===== config.mk =====
export PLATFORM = sky130hd
export DESIGN_NAME = uart_tx_fifo
export DESIGN_NICKNAME = d
export VERILOG_FILES = /design/src/rtl/uart_pkg.sv /design/src/rtl/uart_baud_gen.sv /design/src/rtl/uart_tx_fifo.sv
export SDC_FILE = /design/constraint.sdc
export NUM_CORES = 1
export LEC_CHECK = 0
export ABC_AREA = 1
export BUFFER_PORTS_ARGS = -buffer_cell sky130_fd_sc_hd__buf_4
export CORE_ASPECT_RATIO = 0.5
export CORE_MARGIN = 1.5
export CORE_UTILIZATION = 38
export CTS_BUF_LIST = sky130_fd_sc_hd__clkbuf_4 sky130_fd_sc_hd__clkbuf_8 sky130_fd_sc_hd__clkbuf_16
export CTS_CLUSTER_SIZE = 10
export DETAILED_ROUTE_END_ITERATION = 16
export SYNTH_ARGS = -nofsm -noshare
export SYNTH_HDL_FRONTEND = slang
export SYNTH_SLANG_ARGS = --single-unit

===== constraint.sdc =====
create_clock -name clk -period 4.04 [get_ports clk]
set_input_delay 0.202 -clock clk [delete_from_list [all_inputs] [get_ports clk]]
set_output_delay 0.202 -clock clk [all_outputs]
set_load 0.05 [all_outputs]

===== src/rtl/uart_pkg.sv =====
// Shared definitions for the UART transmitter: FSM encoding and serial line levels.
package uart_pkg;

  typedef enum logic [2:0] {
    StIdle,
    StStart,
    StData,
    StParity,
    StStop
  } tx_state_e;

  localparam logic LineIdle = 1'b1;
  localparam logic StartBit = 1'b0;
  localparam logic StopBit  = 1'b1;

endpackage


===== src/rtl/uart_baud_gen.sv =====
// Bit timer: pulses bit_tick on the last clk cycle of every CLK_DIV-cycle bit period.
module uart_baud_gen #(
  parameter int unsigned CLK_DIV = 217
) (
  input  logic clk,
  input  logic rst,
  input  logic clear,
  output logic bit_tick
);

  localparam int unsigned CntW = $clog2(CLK_DIV);
  localparam logic [CntW-1:0] CntMax = CntW'(CLK_DIV - 1);

  logic [CntW-1:0] cnt_q, cnt_d;

  always_comb begin
    bit_tick = (cnt_q == CntMax);
    cnt_d    = (clear || bit_tick) ? '0 : cnt_q + CntW'(1);
  end

  always_ff @(posedge clk or posedge rst) begin
    if (rst) begin
      cnt_q <= '0;
    end else begin
      cnt_q <= cnt_d;
    end
  end

endmodule


===== src/rtl/uart_tx_fifo.sv =====
// UART transmitter with an inline transmit FIFO, optional parity and one or two stop bits.
module uart_tx_fifo
  import uart_pkg::*;
#(
  parameter int unsigned CLK_DIV    = 217,
  parameter int unsigned DATA_BITS  = 8,
  parameter int unsigned FIFO_DEPTH = 8
) (
  input  logic                          clk,
  input  logic                          rst,
  input  logic [DATA_BITS-1:0]          tx_data,
  input  logic                          tx_valid,
  output logic                          tx_ready,
  input  logic                          parity_en,
  input  logic                          parity_odd,
  input  logic                          two_stop,
  output logic                          txd,
  output logic                          busy,
  output logic [$clog2(FIFO_DEPTH):0]   fifo_count
);

  localparam int unsigned PtrW = $clog2(FIFO_DEPTH);
  localparam int unsigned CntW = PtrW + 1;
  localparam int unsigned IdxW = $clog2(DATA_BITS);
  localparam logic [IdxW-1:0] LastIdx = IdxW'(DATA_BITS - 1);
  localparam logic [CntW-1:0] FullCnt = CntW'(FIFO_DEPTH);

  logic [DATA_BITS-1:0] mem_q [FIFO_DEPTH];
  logic [PtrW-1:0]      wr_ptr_q, rd_ptr_q;
  logic [CntW-1:0]      count_q, count_d;
  logic                 ready_q;
  logic                 push, pop, full, empty;
  logic [DATA_BITS-1:0] head;

  tx_state_e            state_q, state_d;
  logic [DATA_BITS-1:0] shreg_q, shreg_d;
  logic [IdxW-1:0]      bit_idx_q, bit_idx_d;
  logic                 stop_idx_q, stop_idx_d;
  logic                 parity_q, parity_d;
  logic                 par_en_q, par_en_d;
  logic                 two_stop_q, two_stop_d;
  logic                 txd_q, txd_d;
  logic                 bit_tick;

  // ready_q keeps tx_ready low until the first edge after reset
  assign full       = (count_q == FullCnt);
  assign empty      = (count_q == '0);
  assign tx_ready   = ready_q & ~full;
  assign push       = tx_valid & tx_ready;
  assign head       = mem_q[rd_ptr_q];
  assign fifo_count = count_q;
  assign txd        = txd_q;
  assign busy       = (state_q != StIdle);

  always_comb begin
    case ({push, pop})
      2'b10:   count_d = count_q + CntW'(1);
      2'b01:   count_d = count_q - CntW'(1);
      default: count_d = count_q;
    endcase
  end

  always_ff @(posedge clk) begin
    if (push) begin
      mem_q[wr_ptr_q] <= tx_data;
    end
  end

  always_ff @(posedge clk or posedge rst) begin
    if (rst) begin
      wr_ptr_q <= '0;
      rd_ptr_q <= '0;
      count_q  <= '0;
      ready_q  <= 1'b0;
    end else begin
      if (push) wr_ptr_q <= wr_ptr_q + PtrW'(1);
      if (pop)  rd_ptr_q <= rd_ptr_q + PtrW'(1);
      count_q <= count_d;
      ready_q <= 1'b1;
    end
  end

  uart_baud_gen #(
    .CLK_DIV (CLK_DIV)
  ) u_baud_gen (
    .clk      (clk),
    .rst      (rst),
    .clear    (pop),
    .bit_tick (bit_tick)
  );

  always_comb begin
    state_d    = state_q;
    shreg_d    = shreg_q;
    bit_idx_d  = bit_idx_q;
    stop_idx_d = stop_idx_q;
    parity_d   = parity_q;
    par_en_d   = par_en_q;
    two_stop_d = two_stop_q;
    txd_d      = txd_q;
    pop        = 1'b0;

    unique case (state_q)
      StIdle: begin
        if (!empty) pop = 1'b1;
      end
      StStart: begin
        if (bit_tick) begin
          state_d = StData;
          txd_d   = shreg_q[0];
        end
      end
      StData: begin
        if (bit_tick) begin
          if (bit_idx_q == LastIdx) begin
            state_d = par_en_q ? StParity : StStop;
            txd_d   = par_en_q ? parity_q : StopBit;
          end else begin
            bit_idx_d = bit_idx_q + IdxW'(1);
            shreg_d   = shreg_q >> 1;
            txd_d     = shreg_q[1];
          end
        end
      end
      StParity: begin
        if (bit_tick) begin
          state_d = StStop;
          txd_d   = StopBit;
        end
      end
      StStop: begin
        if (bit_tick) begin
          if (two_stop_q && !stop_idx_q) begin
            stop_idx_d = 1'b1;
          end else if (!empty) begin
            pop = 1'b1;
          end else begin
            state_d = StIdle;
            txd_d   = LineIdle;
          end
        end
      end
      default: begin
        state_d = StIdle;
        txd_d   = LineIdle;
      end
    endcase

    // Frame options are captured together with the word so later changes only hit later frames
    if (pop) begin
      state_d    = StStart;
      txd_d      = StartBit;
      shreg_d    = head;
      bit_idx_d  = '0;
      stop_idx_d = 1'b0;
      parity_d   = (^head) ^ parity_odd;
      par_en_d   = parity_en;
      two_stop_d = two_stop;
    end
  end

  always_ff @(posedge clk or posedge rst) begin
    if (rst) begin
      state_q    <= StIdle;
      shreg_q    <= '0;
      bit_idx_q  <= '0;
      stop_idx_q <= 1'b0;
      parity_q   <= 1'b0;
      par_en_q   <= 1'b0;
      two_stop_q <= 1'b0;
      txd_q      <= LineIdle;
    end else begin
      state_q    <= state_d;
      shreg_q    <= shreg_d;
      bit_idx_q  <= bit_idx_d;
      stop_idx_q <= stop_idx_d;
      parity_q   <= parity_d;
      par_en_q   <= par_en_d;
      two_stop_q <= two_stop_d;
      txd_q      <= txd_d;
    end
  end

endmodule


==> results.toml <==
[yosys]
postSynthAreaPerCell_um2 = 9.35
ys_seq_elements = 102
synthCells = 532
synth.net_count = 555
yosysSeqAreaShare_pct = 57.8
synth_flop_cell = "edfxtp_1"
synth_common_cells = "nand2_1, inv_1, edfxtp_1"
yosysMostFrequentCell = "nand2_1"
netlist_area_mm2 = 0.00497
synth_edf_count = 64
ys_warn_count = 0
ys_types = 40
synth_top_cell_area_share_pct = 38.6
async_flop_share_pct = 37.3
yosys-top-cells-area = "edfxtp_1, dfrtp_1, nand2_1"
synth_largest_area_cell = "edfxtp_1"

[worst_setup_path]
end_kind = "flop"
critical_path.max_stage_delay_ns = 0.41
critPathSlowestCell = "dfrtp_1"
critPathArrivalTime_ns = 2.74
cp_max_fo = 18
crit_chain = "inv_1, ha_1, nand4_1, nand3b_4, clkinv_1, nand4_2, nand2_2, ha_1, xor2_1, nand3_1, a21oi_1, o21ai_0, xor2_1"
cp.required_ns = 4.27
worstSetupPathType = "reg2reg"
start_kind = "flop"

[die]
die_x_um = 165
fp-row-count = 29
start_util_pct = 39.1
core_mm2 = 0.0127
io_pins = 21
die_h_um = 83.9
die-area_mm2 = 0.0138

[clock_tree]
root_buffer = "clkbuf_16"
cts_buffer_depth = 2
cts_sinks = 102
cts_resized = 0
htree_levels = 3
clk_latency_ns = 0.35
cts_tree = "yes"
clk_pin_slew_ns = 0.07
cts_buffers = 9

[sta]
hold_viol_final = 0
maxSlewViolCount = 0
post-route-min-period_ns = 2.51
finalSetupTns_ns = 0
worst_slew_pin_slew_ns = 1.00
timing.final.crit_share_pct = 62.2
fmax_ghz = 0.398
slew_headroom_pct = 32.9
whs_ns = 0.0771
setup_viol_count_final = 0
fin_skew_ns = 0.00921
rsz0062_at_grt = "no"

[place]
place_congestion = 0.739
hpwl_mm = 6.52
port_buffers = 20

[cells_and_area]
area_delta_synth_final_pct = 11.3
fillers = 1213
diodes = 0
nets = 577
multi_input_area_mm2 = 0.00163
drive_above_1_share_pct = 10.8
regArea_mm2 = 0.00287

[power_and_ir_drop]
ir_drop_uv = 219
leakage_uw = 0.00255
power_density_mw_per_mm2 = 437

[drt]
ant_nets = 0
drt-met1-wl_mm = 4.71
routed_wl_mm = 9.74
drt_iter0_markers = 267
routed.top_layer = "met4"
dr_total_vias = 3374
detail_route.wl_per_cell_um = 13.4
dr.pass1.iters = 4
wl_met3_um = 415
met2WireLength_mm = 4.55
vias_per_cell = 4.63
drcViolationCount = 0

[job]
cap_violations = 0

[global_routing]
track_usage_pct = 15.6
antenna_found_initial = 0
grt_pass1_wl_mm = 16.2
grt_pass1_vias = 3262
grt_max_degree = 39
grt_overflow_total = 0

[run_status]
status = "finished, final reports clean"

[worst_hold_path]
hold_path_class = "in2reg"
==> power breakdown <==
part / internal, µW / switching (µW)
registers: 1190 / 49.2
clock network: 485 / 370
logic: 97.5 / 227
==> registers in the layout, indices dropped and copies added (netlist names) <==
name / count
mem_q: 64
shreg_q: 8
u_baud_gen.cnt_q: 8
fifo_count: 4
bit_idx_q: 3
rd_ptr_q: 3
state_q: 3
wr_ptr_q: 3
par_en_q: 1
parity_q: 1
ready_q: 1
stop_idx_q: 1
two_stop_q: 1
txd: 1
==> per-layer routing <==
layer	up-vias	GRT usage [%]
li1	1746	-
met1	1577	21.3
met2	45	24.6
met3	6	4.12
met4	0	4.01
met5	-	0
==> per-stage QoR <==
step	setup slack, ns	power (µW)	instances	cell area [µm²]	utilization (%)
final	1.53	2420	728	5540	43.5
after global routing	1.18	2540	728	5540	43.5
after CTS	1.51	2440	728	5540	43.5
after detailed placement	1.51	1590	712	5240	41.1
after global placement	1.55	1580	712	5240	41.1
after floorplan	0.876	1480	532	4970	-
==> cells by family (layout without fill, tap and decap cells) <==
kind of cell               count (synthesis)  after routing  synth area share, %
DFF                                      102            102                 57.8
AOI/OAI and AO/OA                         48             48                 5.76
xor gates and xnor gates                  11             11                 1.94
adders and majority gates                  9              9                 2.26
buffers and inverters                    102            128                 9.41
other                                      1              1               0.0754
and+or+nand+nor                          259            259                 22.8
==> layout make-up <==
class | instances | area share [%]
multi-input cells | 328 | 29.5
clock inverters | 5 | 1.06
flip-flops and latches | 102 | 51.9
inverters | 88 | 6.06
well taps | 170 | 3.84
clock buffers | 10 | 4.20
repair buffers | 25 | 3.44
==> final timing paths <==
kind / start / end / slack, ns / cells after the start
max reg2reg: u_baud_gen.cnt_q[0]$_DFF_PP0_ / fifo_count[3]$_DFFE_PP0P_ / 1.53 / 13
min reg2reg: bit_idx_q[1]$_DFFE_PP0P_ / bit_idx_q[1]$_DFFE_PP0P_ / 0.48 / 2
min in group asynchronous: rst / fifo_count[0]$_DFFE_PP0P_ / 0.54 / 4
max in group asynchronous: rst / txd$_DFFE_PP1P_ / 3.14 / 4
max: u_baud_gen.cnt_q[0]$_DFF_PP0_ / fifo_count[3]$_DFFE_PP0P_ / 1.53 / 13
min: two_stop / two_stop_q$_DFFE_PP0P_ / 0.08 / 3
==> critical path: cells and delay by family, from the launching register on <==
family                     cells  cell delay (ns)
and+or+nand+nor                5             0.77
adders and majority gates      2             0.42
DFF                            1             0.41
xor gates and xnor gates       2             0.36
AOI/OAI and AO/OA              2             0.27
buffers and inverters          2             0.16
==> placed cells by master (no fill, tap or decap), types with 2 or more instances in the layout <==
cell and n:
a21boi_1 2, a21oi_1 6, a22oi_1 4, a31oi_1 2
buf_4 24, clkbuf_16 9, clkinv_1 2, dfrtp_1 37
edfxtp_1 64, ha_1 9, inv_1 83, inv_2 3
inv_6 2, nand2_1 150, nand2_2 6, nand3_1 45
nand3_2 5, nor2_1 44, o21ai_0 19, o21ai_1 5
o221ai_1 3, o22ai_1 2, xnor2_1 2, xor2_1 9
==> timing repair <==
item | in CTS | in global routing
setup buffers | 0 | 0
hold buffers | 1 | 0
endpoints found under the hold margin | 21 | 0
(Power assumes the default switching activity.)
